$ cat config.mk
export PLATFORM = sky130hd
export DESIGN_NAME = reliability_sort_perm
export DESIGN_NICKNAME = d
export VERILOG_FILES = /design/src/rtl/osd_pkg.sv /design/src/rtl/reliability_sort_perm_rank_counter.sv /design/src/rtl/reliability_sort_perm.sv
export SDC_FILE = /design/constraint.sdc
export NUM_CORES = 2
export LEC_CHECK = 0
export CORE_MARGIN = 2
export CORE_UTILIZATION = 45
export CTS_BUF_LIST = sky130_fd_sc_hd__clkbuf_2
export DETAILED_ROUTE_END_ITERATION = 16
export PLACE_DENSITY = 0.76
export REMOVE_ABC_BUFFERS = 1
export SKIP_CTS_REPAIR_TIMING = 1
export SLEW_MARGIN = 20
export SYNTH_ARGS = -nofsm -noshare
export SYNTH_HDL_FRONTEND = slang
export SYNTH_HIERARCHICAL = 1
export SYNTH_SLANG_ARGS = --single-unit
$ cat constraint.sdc
create_clock -name clk -period 102.5 [get_ports clk]
set_clock_uncertainty 0.1 [all_clocks]
set_input_delay 20.5 -clock clk [delete_from_list [all_inputs] [get_ports clk]]
set_output_delay 20.5 -clock clk [all_outputs]
set_load 0.005 [all_outputs]
$ cat src/rtl/osd_pkg.sv
// rtl/osd_pkg.sv - shared OSD types and width helpers
package osd_pkg;

    localparam int OSD_N_DEFAULT = 64;
    localparam int OSD_Q_DEFAULT = 6;

    typedef enum logic [1:0] {
        ST_LOAD = 2'd0,
        ST_RANK = 2'd1,
        ST_DONE = 2'd2
    } osd_state_e;

    // Index width for an N-position codeword; never narrower than one bit.
    function automatic int idx_width(input int n);
        return (n > 1) ? $clog2(n) : 1;
    endfunction

    // A Q-bit signed LLR has a (Q-1)-bit saturated magnitude.
    function automatic int mag_width(input int q);
        return q - 1;
    endfunction

endpackage

$ cat src/rtl/reliability_sort_perm_rank_counter.sv
// rtl/reliability_sort_perm_rank_counter.sv - combinational rank of position k
module rank_counter #(
    parameter int N = 64,
    parameter int M = 5,
    parameter int W = 6
) (
    input  logic [N*M-1:0] mag_flat,
    input  logic [W-1:0]   k,
    output logic [W-1:0]   rank
);

    logic [M-1:0] mag_k;
    logic [N-1:0] beats;

    // One comparator per position: j outranks k if stronger, or equal with lower index.
    always_comb begin
        mag_k = mag_flat[k*M +: M];
        beats = '0;
        for (int j = 0; j < N; j++) begin
            if (mag_flat[j*M +: M] > mag_k) begin
                beats[j] = 1'b1;
            end else if ((mag_flat[j*M +: M] == mag_k) && (W'(j) < k)) begin
                beats[j] = 1'b1;
            end
        end
    end

    // Popcount of the comparator results; at most N-1 so it fits in W bits.
    always_comb begin
        rank = '0;
        for (int j = 0; j < N; j++) begin
            rank = rank + W'(beats[j]);
        end
    end

endmodule

$ cat src/rtl/reliability_sort_perm.sv
// rtl/reliability_sort_perm.sv - serial LLR load, reliability sort, permutation output
module reliability_sort_perm
    import osd_pkg::*;
#(
    parameter int N = OSD_N_DEFAULT,
    parameter int Q = OSD_Q_DEFAULT,
    parameter int W = idx_width(N)
) (
    input  logic                clk,
    input  logic                rst,
    input  logic                in_valid,
    output logic                in_ready,
    input  logic signed [Q-1:0] in_llr,
    output logic                out_valid,
    input  logic                out_ready,
    output logic [N-1:0]        hard_flat,
    output logic [N*W-1:0]      lambda1_flat,
    output logic [N*W-1:0]      lambda1_inv_flat
);

    localparam int             M    = mag_width(Q);
    localparam logic [W-1:0]   LAST = W'(N - 1);

    osd_state_e       state;
    logic [W-1:0]     cnt;
    logic [N*M-1:0]   mag_mem;
    logic [N-1:0]     hard_mem;
    logic [N*W-1:0]   lam_work;
    logic [N*W-1:0]   lam_inv_work;
    logic [N*W-1:0]   lam_next;
    logic [N*W-1:0]   lam_inv_next;
    logic [Q-1:0]     neg_llr;
    logic [M-1:0]     in_mag;
    logic [W-1:0]     rank_k;

    // Saturated magnitude: the most negative code has no positive twin, so clamp it.
    always_comb begin
        neg_llr = -in_llr;
        if (in_llr == {1'b1, {(Q-1){1'b0}}}) begin
            in_mag = '1;
        end else if (in_llr[Q-1]) begin
            in_mag = neg_llr[M-1:0];
        end else begin
            in_mag = in_llr[M-1:0];
        end
    end

    rank_counter #(
        .N (N),
        .M (M),
        .W (W)
    ) u_rank_counter (
        .mag_flat (mag_mem),
        .k        (cnt),
        .rank     (rank_k)
    );

    // Working permutations with this cycle's entry applied; also feeds the final snapshot.
    always_comb begin
        lam_next                    = lam_work;
        lam_inv_next                = lam_inv_work;
        lam_next[rank_k*W +: W]     = cnt;
        lam_inv_next[cnt*W +: W]    = rank_k;
    end

    // Control FSM, sample storage, and output snapshot taken only when a frame completes.
    always_ff @(posedge clk) begin
        if (rst) begin
            state            <= ST_LOAD;
            cnt              <= '0;
            in_ready         <= 1'b0;
            out_valid        <= 1'b0;
            hard_flat        <= '0;
            lambda1_flat     <= '0;
            lambda1_inv_flat <= '0;
        end else begin
            case (state)
                ST_LOAD: begin
                    in_ready <= 1'b1;
                    if (in_valid && in_ready) begin
                        mag_mem[cnt*M +: M] <= in_mag;
                        hard_mem[cnt]       <= in_llr[Q-1];
                        if (cnt == LAST) begin
                            cnt      <= '0;
                            in_ready <= 1'b0;
                            state    <= ST_RANK;
                        end else begin
                            cnt <= cnt + 1'b1;
                        end
                    end
                end
                ST_RANK: begin
                    lam_work     <= lam_next;
                    lam_inv_work <= lam_inv_next;
                    if (cnt == LAST) begin
                        cnt              <= '0;
                        out_valid        <= 1'b1;
                        hard_flat        <= hard_mem;
                        lambda1_flat     <= lam_next;
                        lambda1_inv_flat <= lam_inv_next;
                        state            <= ST_DONE;
                    end else begin
                        cnt <= cnt + 1'b1;
                    end
                end
                ST_DONE: begin
                    if (out_ready) begin
                        out_valid <= 1'b0;
                        in_ready  <= 1'b1;
                        cnt       <= '0;
                        state     <= ST_LOAD;
                    end
                end
                default: begin
                    state    <= ST_LOAD;
                    cnt      <= '0;
                    in_ready <= 1'b0;
                end
            endcase
        end
    end

endmodule
* Word-level counts from Yosys, hierarchy flattened *
Cells that the tools add are included.
W data, S select, Z words.

storage, ports and cells
  flip-flop bits (word level) = 1994
  logic and storage cells = 520
  output and inout bits = 834
  input bits = 10

cells by class
  multiplexer cells = 152
  $lt $le $gt $ge = 130
  shift-type cells = 7
  multipliers = 3
  equal/unequal tests = 72
  reduce and logical (&&, ||, !) cells = 75
  add/subtract/negate cells = 68
  bitwise operators = 2

operators by type and width
  cell                        number
  $bwmux W384                 2
  $shift A6 B34 Y384 const A  2
  $shiftx A6 B34 Y384         2
  $add A6 B1 Y6               62
  $bwmux W320                 1
  $eq A5 B5 Y1                64
  $gt A5 B5 Y1                64
  $shift A5 B34 Y320 const A  1
  $shiftx A320 B10 Y5         1
  $shiftx A5 B34 Y320         1
  $lt A6 B6 Y1 const A        32
  $mux W1                     134
  $neg A9 Y34                 3
  $lt A5 B6 Y1 const A        16
  $logic_and A1 B1 Y1         66
  $bwmux W64                  1
  $lt A4 B6 Y1 const A        8
  $lt A3 B6 Y1 const A        4
  $mux W6                     3
  $pmux W6 S3                 1
  $mul A6 B2 Y8 const B       2
  $eq A6 B6 Y1 const B        2
  $lt A1 B6 Y1 const A        2
  $lt A2 B6 Y1 const A        2
  other kinds (21)            33

* Logic depth before layout (Yosys ltp) *
  depth in word-level cells = 73
  mapped depth = 53
  gate-level depth less buffers = 47

* By module *
The synthesis kept the hierarchy.

modules (own cells, without submodules)
  module                 cells an instance  times used  area an instance (um^2)
  reliability_sort_perm  7114               1           83796.6
  rank_counter           1277               1           11812.6

* Least setup slack after synthesis *
OpenSTA, ideal clock, no wires.

  kind = input-to-reg
  from = input rst
  to = register lam_inv_work[0] (enable)
  cell stages on the path = 4
  required time = 99.398 ns
  arrival time = 76.455 ns
  setup slack = 22.942 ns
  path buffers = 3
  cell sequence = clkbuf_1 > clkbuf_1 > buf_1 > nor3b_1

between the ends
  word-level cells in the longest chain between the ends = 2

ends and longest elaborated chain
  item                         RTL line                     RTL
  start, declared              reliability_sort_perm.sv:10  input logic rst,
  $not A1 Y1 (no line)         n/a
  $reduce_and A2 Y1 (no line)  n/a
  end signal, assigned         reliability_sort_perm.sv:94  lam_inv_work <= lam_inv_next;
  end, declared                reliability_sort_perm.sv:29  logic [N*W-1:0] lam_inv_work;

No other way between the ends.
A chain may end at the register's enable or synchronous reset.

* Final worst setup path *
  from = register lambda1_inv_flat[97]
  to = output lambda1_inv_flat[97]

RTL lines
  item                    RTL line                      RTL
  start, declared         reliability_sort_perm.sv:18   output logic [N*W-1:0] lambda1_inv_flat
  start signal, assigned  reliability_sort_perm.sv:100  lambda1_inv_flat <= lam_inv_next;

No word-level cell between the ends.

==> results <==
- The flow ran to the end, and the final reports show no timing, DRC or antenna violations.
- The kind of cell with the highest combined delay on the critical path is flip-flops.
- The pre-antenna-repair detailed-routing pass consisted of 6 iterations.
- Walking the worst path, the cells encountered are clkdlybuf4s50_1.
- The number of hold violations in the final report is 0.
- The vertical die dimension is 464.9 µm.
- The number of cells on the worst reg-to-reg path is 43.
- Port buffering added 843 buffers.
- The area growth from synthesis to layout is 17.11%.
- In the final timing run, aggregate negative setup slack is 0 ns.
- The die covers 216,200 µm².
- The global-route wire length before repair is 492.6 mm.
- In the final layout, the share of cells above drive strength 1 is 19.18%.
- The required time at the worst-slack endpoint is 81.90 ns.
- The via count of the first global-routing pass was 74,159.
- The max-slew violation count is 0.
- The mean area per synthesized cell is 11.39 µm².
- Counting the buffers created by CTS gives 535.
- Setup repair after global routing left no endpoint under its margin.
- Along the worst hold path, the cell count comes to 2.
- The clock drives 1,994 sinks.
- The die outline width is 464.9 µm.
- The logic depth of the worst path, buffers included is 1.
- For this run, the number of Yosys warnings is 6.
- The critical path in this run is classified as reg -> out.
- The most common cell after layout, fill and taps aside is sky130_fd_sc_hd__edfxtp_1.
- For this block, the routed nets add up to 344.2 mm of wire.
- The core region is 211,700 µm².
- The TritonCTS clock tree is done.
- The synthesized design contains 1,152 enable-type register cells.
- The pin count of the biggest net entering global routing is 256.
- The total number of vias is 75,712.
- In this run, distinct cell masters in the synthesized netlist total 107.
- 844 I/O pins were placed.
- The final layout contains 9,826 nets.
- The via count normalized by instance count is 5.982.
- Clock-pin slew was measured on the worst setup and hold paths at 0.09 ns.
- The worst slew margin relative to its limit is 1.936%.
- The sum of buffers and inverters on the critical path is 1.
- In the routed design, unresolved DRC markers number 0.
- The critical-path maximum fanout is 2.
- The share of flip-flops with an asynchronous set or reset is 0%.
- The maximum buffer depth of the clock tree is 4.
- The share of the Yosys chip area taken by registers is 53.81%.
- The final setup violation count is 0.
- The transition time of the tightest slew-check pin is 1.471 ns.
- The worst hold path class is reg -> reg.
- The max-capacitance violation count is 0.
- The number of antenna violations at the first check in global routing is 15.
- The met1 track utilization from global routing is 38.11%.
- The period utilization is 23.44%.
- The arrival time of data at the critical path endpoint is 3.43 ns.
- Counting flops and latches in the post-synthesis netlist gives 1,994.
- For this run, the top clock speed supported by timing is 0.04162 GHz.
- The deepest level of the CTS H-tree is 6.
- The starting utilization of the core area is 45.17%.
- The iteration-0 DRC count of the detailed router is 8,880.
- The combined global-route utilization of all metal layers is 30.68%.
- The worst setup path is captured at a primary output.
- The worst setup path is launched from a flip-flop.
- The layer carrying the most global-route usage is met2.
- The met2 demand-to-capacity share in global routing is 46.37%.
- The library cells used most frequently in the layout, excluding fill and tap cells, are 1,152 x sky130_fd_sc_hd__edfxtp_1, 841 x sky130_fd_sc_hd__clkdlybuf4s50_1, 837 x sky130_fd_sc_hd__nor2_1, 837 x sky130_fd_sc_hd__dfxtp_1.
- The cell count after synthesis is 8,391.
- The minimum period implied by the final worst setup slack is 24.03 ns.
- The prevailing post-synth register cell is sky130_fd_sc_hd__edfxtp_1.
- The total overflow left after global routing is 0.
- The clock latency reported for the late side of the worst-skew pair is 2.09 ns.
- The half-perimeter wire length after detailed placement is 244.1 mm.
- The post-synthesis instance area is 95,610 µm².
- Dividing the detail-routed wire length by the instance count gives 27.19 µm.
- Routability-driven placement finished with a final weighted congestion of 1.004.
- The initialized floorplan defines 169 standard-cell rows.
- The fraction of met3 tracks used by global routing is 9.316%.
- The largest individual stage delay along the critical path comes from the cell sky130_fd_sc_hd__dfxtp_1.
- The library cell used as clock root buffer is sky130_fd_sc_hd__clkbuf_2.
- The largest stage delay on the critical path is 0.73 ns.
- In this run the remaining antenna-violating nets after routing total 0.
-- metrics by stage --
step                      area (µm²)  hold WS, ns  cells  setup WS (ns)  utilization (%)
after floorplan                93610       0.3467   7891          24.15                -
after global placement        106900       0.3441  11682          78.55            50.51
after detailed placement      106900       0.3471  11682          78.44            50.51
after CTS                     111900       0.3413  12632          78.32            52.86
after global routing          111900       0.3691  12643          78.34            52.88
final                         112000       0.3318  12656          78.47            52.90
-- area by class of cell --
cell class,count,area (µm²)
clock inverter,139,912.1
clock buffer,811,4059
fill,18234,99700
inverter,204,773.2
antenna,23,57.56
tap,2821,3530
sequential,1994,51460
multi-input combinational,5693,41680
timing repair buffer,971,9493
-- per-layer routing --
metal / wire length, µm / vias up
met4: 23660 / 6
li1: - / 33007
met5: 39 / -
met2: 152800 / 4444
met3: 38030 / 922
met1: 129700 / 37333
-- cells by family (layout without fill, tap and decap cells) --
logic type	after synthesis	in the layout	share of synthesized area [%]
adders and majority gates	417	417	5.897
muxes	806	806	10.42
xor gates and xnor gates	41	41	0.4397
DFF	1994	1994	53.81
buffers and inverters	704	2125	2.892
AOI/OAI and AO/OA	1471	1471	11.64
and+or+nand+nor	2958	2958	14.90
other	0	23	0
-- synthesized netlist by cell type (all sizes together), types with 134 or more instances --
| cell type | n | share of area, % |
|---|---|---|
| mux2 | 678 | 8.0 |
| o21ai | 138 | 0.73 |
| ha | 361 | 4.7 |
| o211a | 377 | 3.9 |
| clkbuf | 435 | 1.7 |
| nand2b | 442 | 2.9 |
| nand2 | 815 | 3.2 |
| nor3 | 175 | 1.0 |
| nand3 | 276 | 1.4 |
| nor2 | 849 | 3.4 |
| edfxtp | 1152 | 36 |
| dfxtp | 842 | 18 |
| a21o | 237 | 1.9 |
| inv | 203 | 0.80 |
| and3 | 134 | 0.88 |
| a21oi | 342 | 1.8 |
-- registers in the layout, indices dropped and copies added, names as in the netlist --
register          cells
hard_flat            64
lam_inv_work        384
out_valid             1
lambda1_inv_flat    384
state                 2
lambda1_flat        384
in_ready              1
lam_work            384
hard_mem             64
cnt                   6
mag_mem             320
-- worst paths after layout --
path                                      to                         startpoint  slack, ns
setup / recovery        lambda1_inv_flat[97]  lambda1_inv_flat[97]$_SDFFE_PP0P_      78.47
hold / removal    hard_flat[61]$_SDFFE_PP0P_             hard_mem[61]$_DFFE_PP_       0.33
setup reg to reg      lam_work[72]$_DFFE_PP_                cnt[0]$_SDFFE_PP0P_      84.99
hold reg to reg   hard_flat[61]$_SDFFE_PP0P_             hard_mem[61]$_DFFE_PP_       0.33
-- worst reg2reg max path: cells and delay by family, from the launching register on --
family          cells  cell delay [ns]
fa+ha+maj          13             5.97
flops               1             0.83
xor+xnor            1             0.15
mux                 1             0.63
simple gates        8             3.20
compound gates      8             3.30
buf+inv            12             3.03
Power is not shown: default switching activity piles up to over one toggle a cycle in this logic, so the estimate is an artifact.
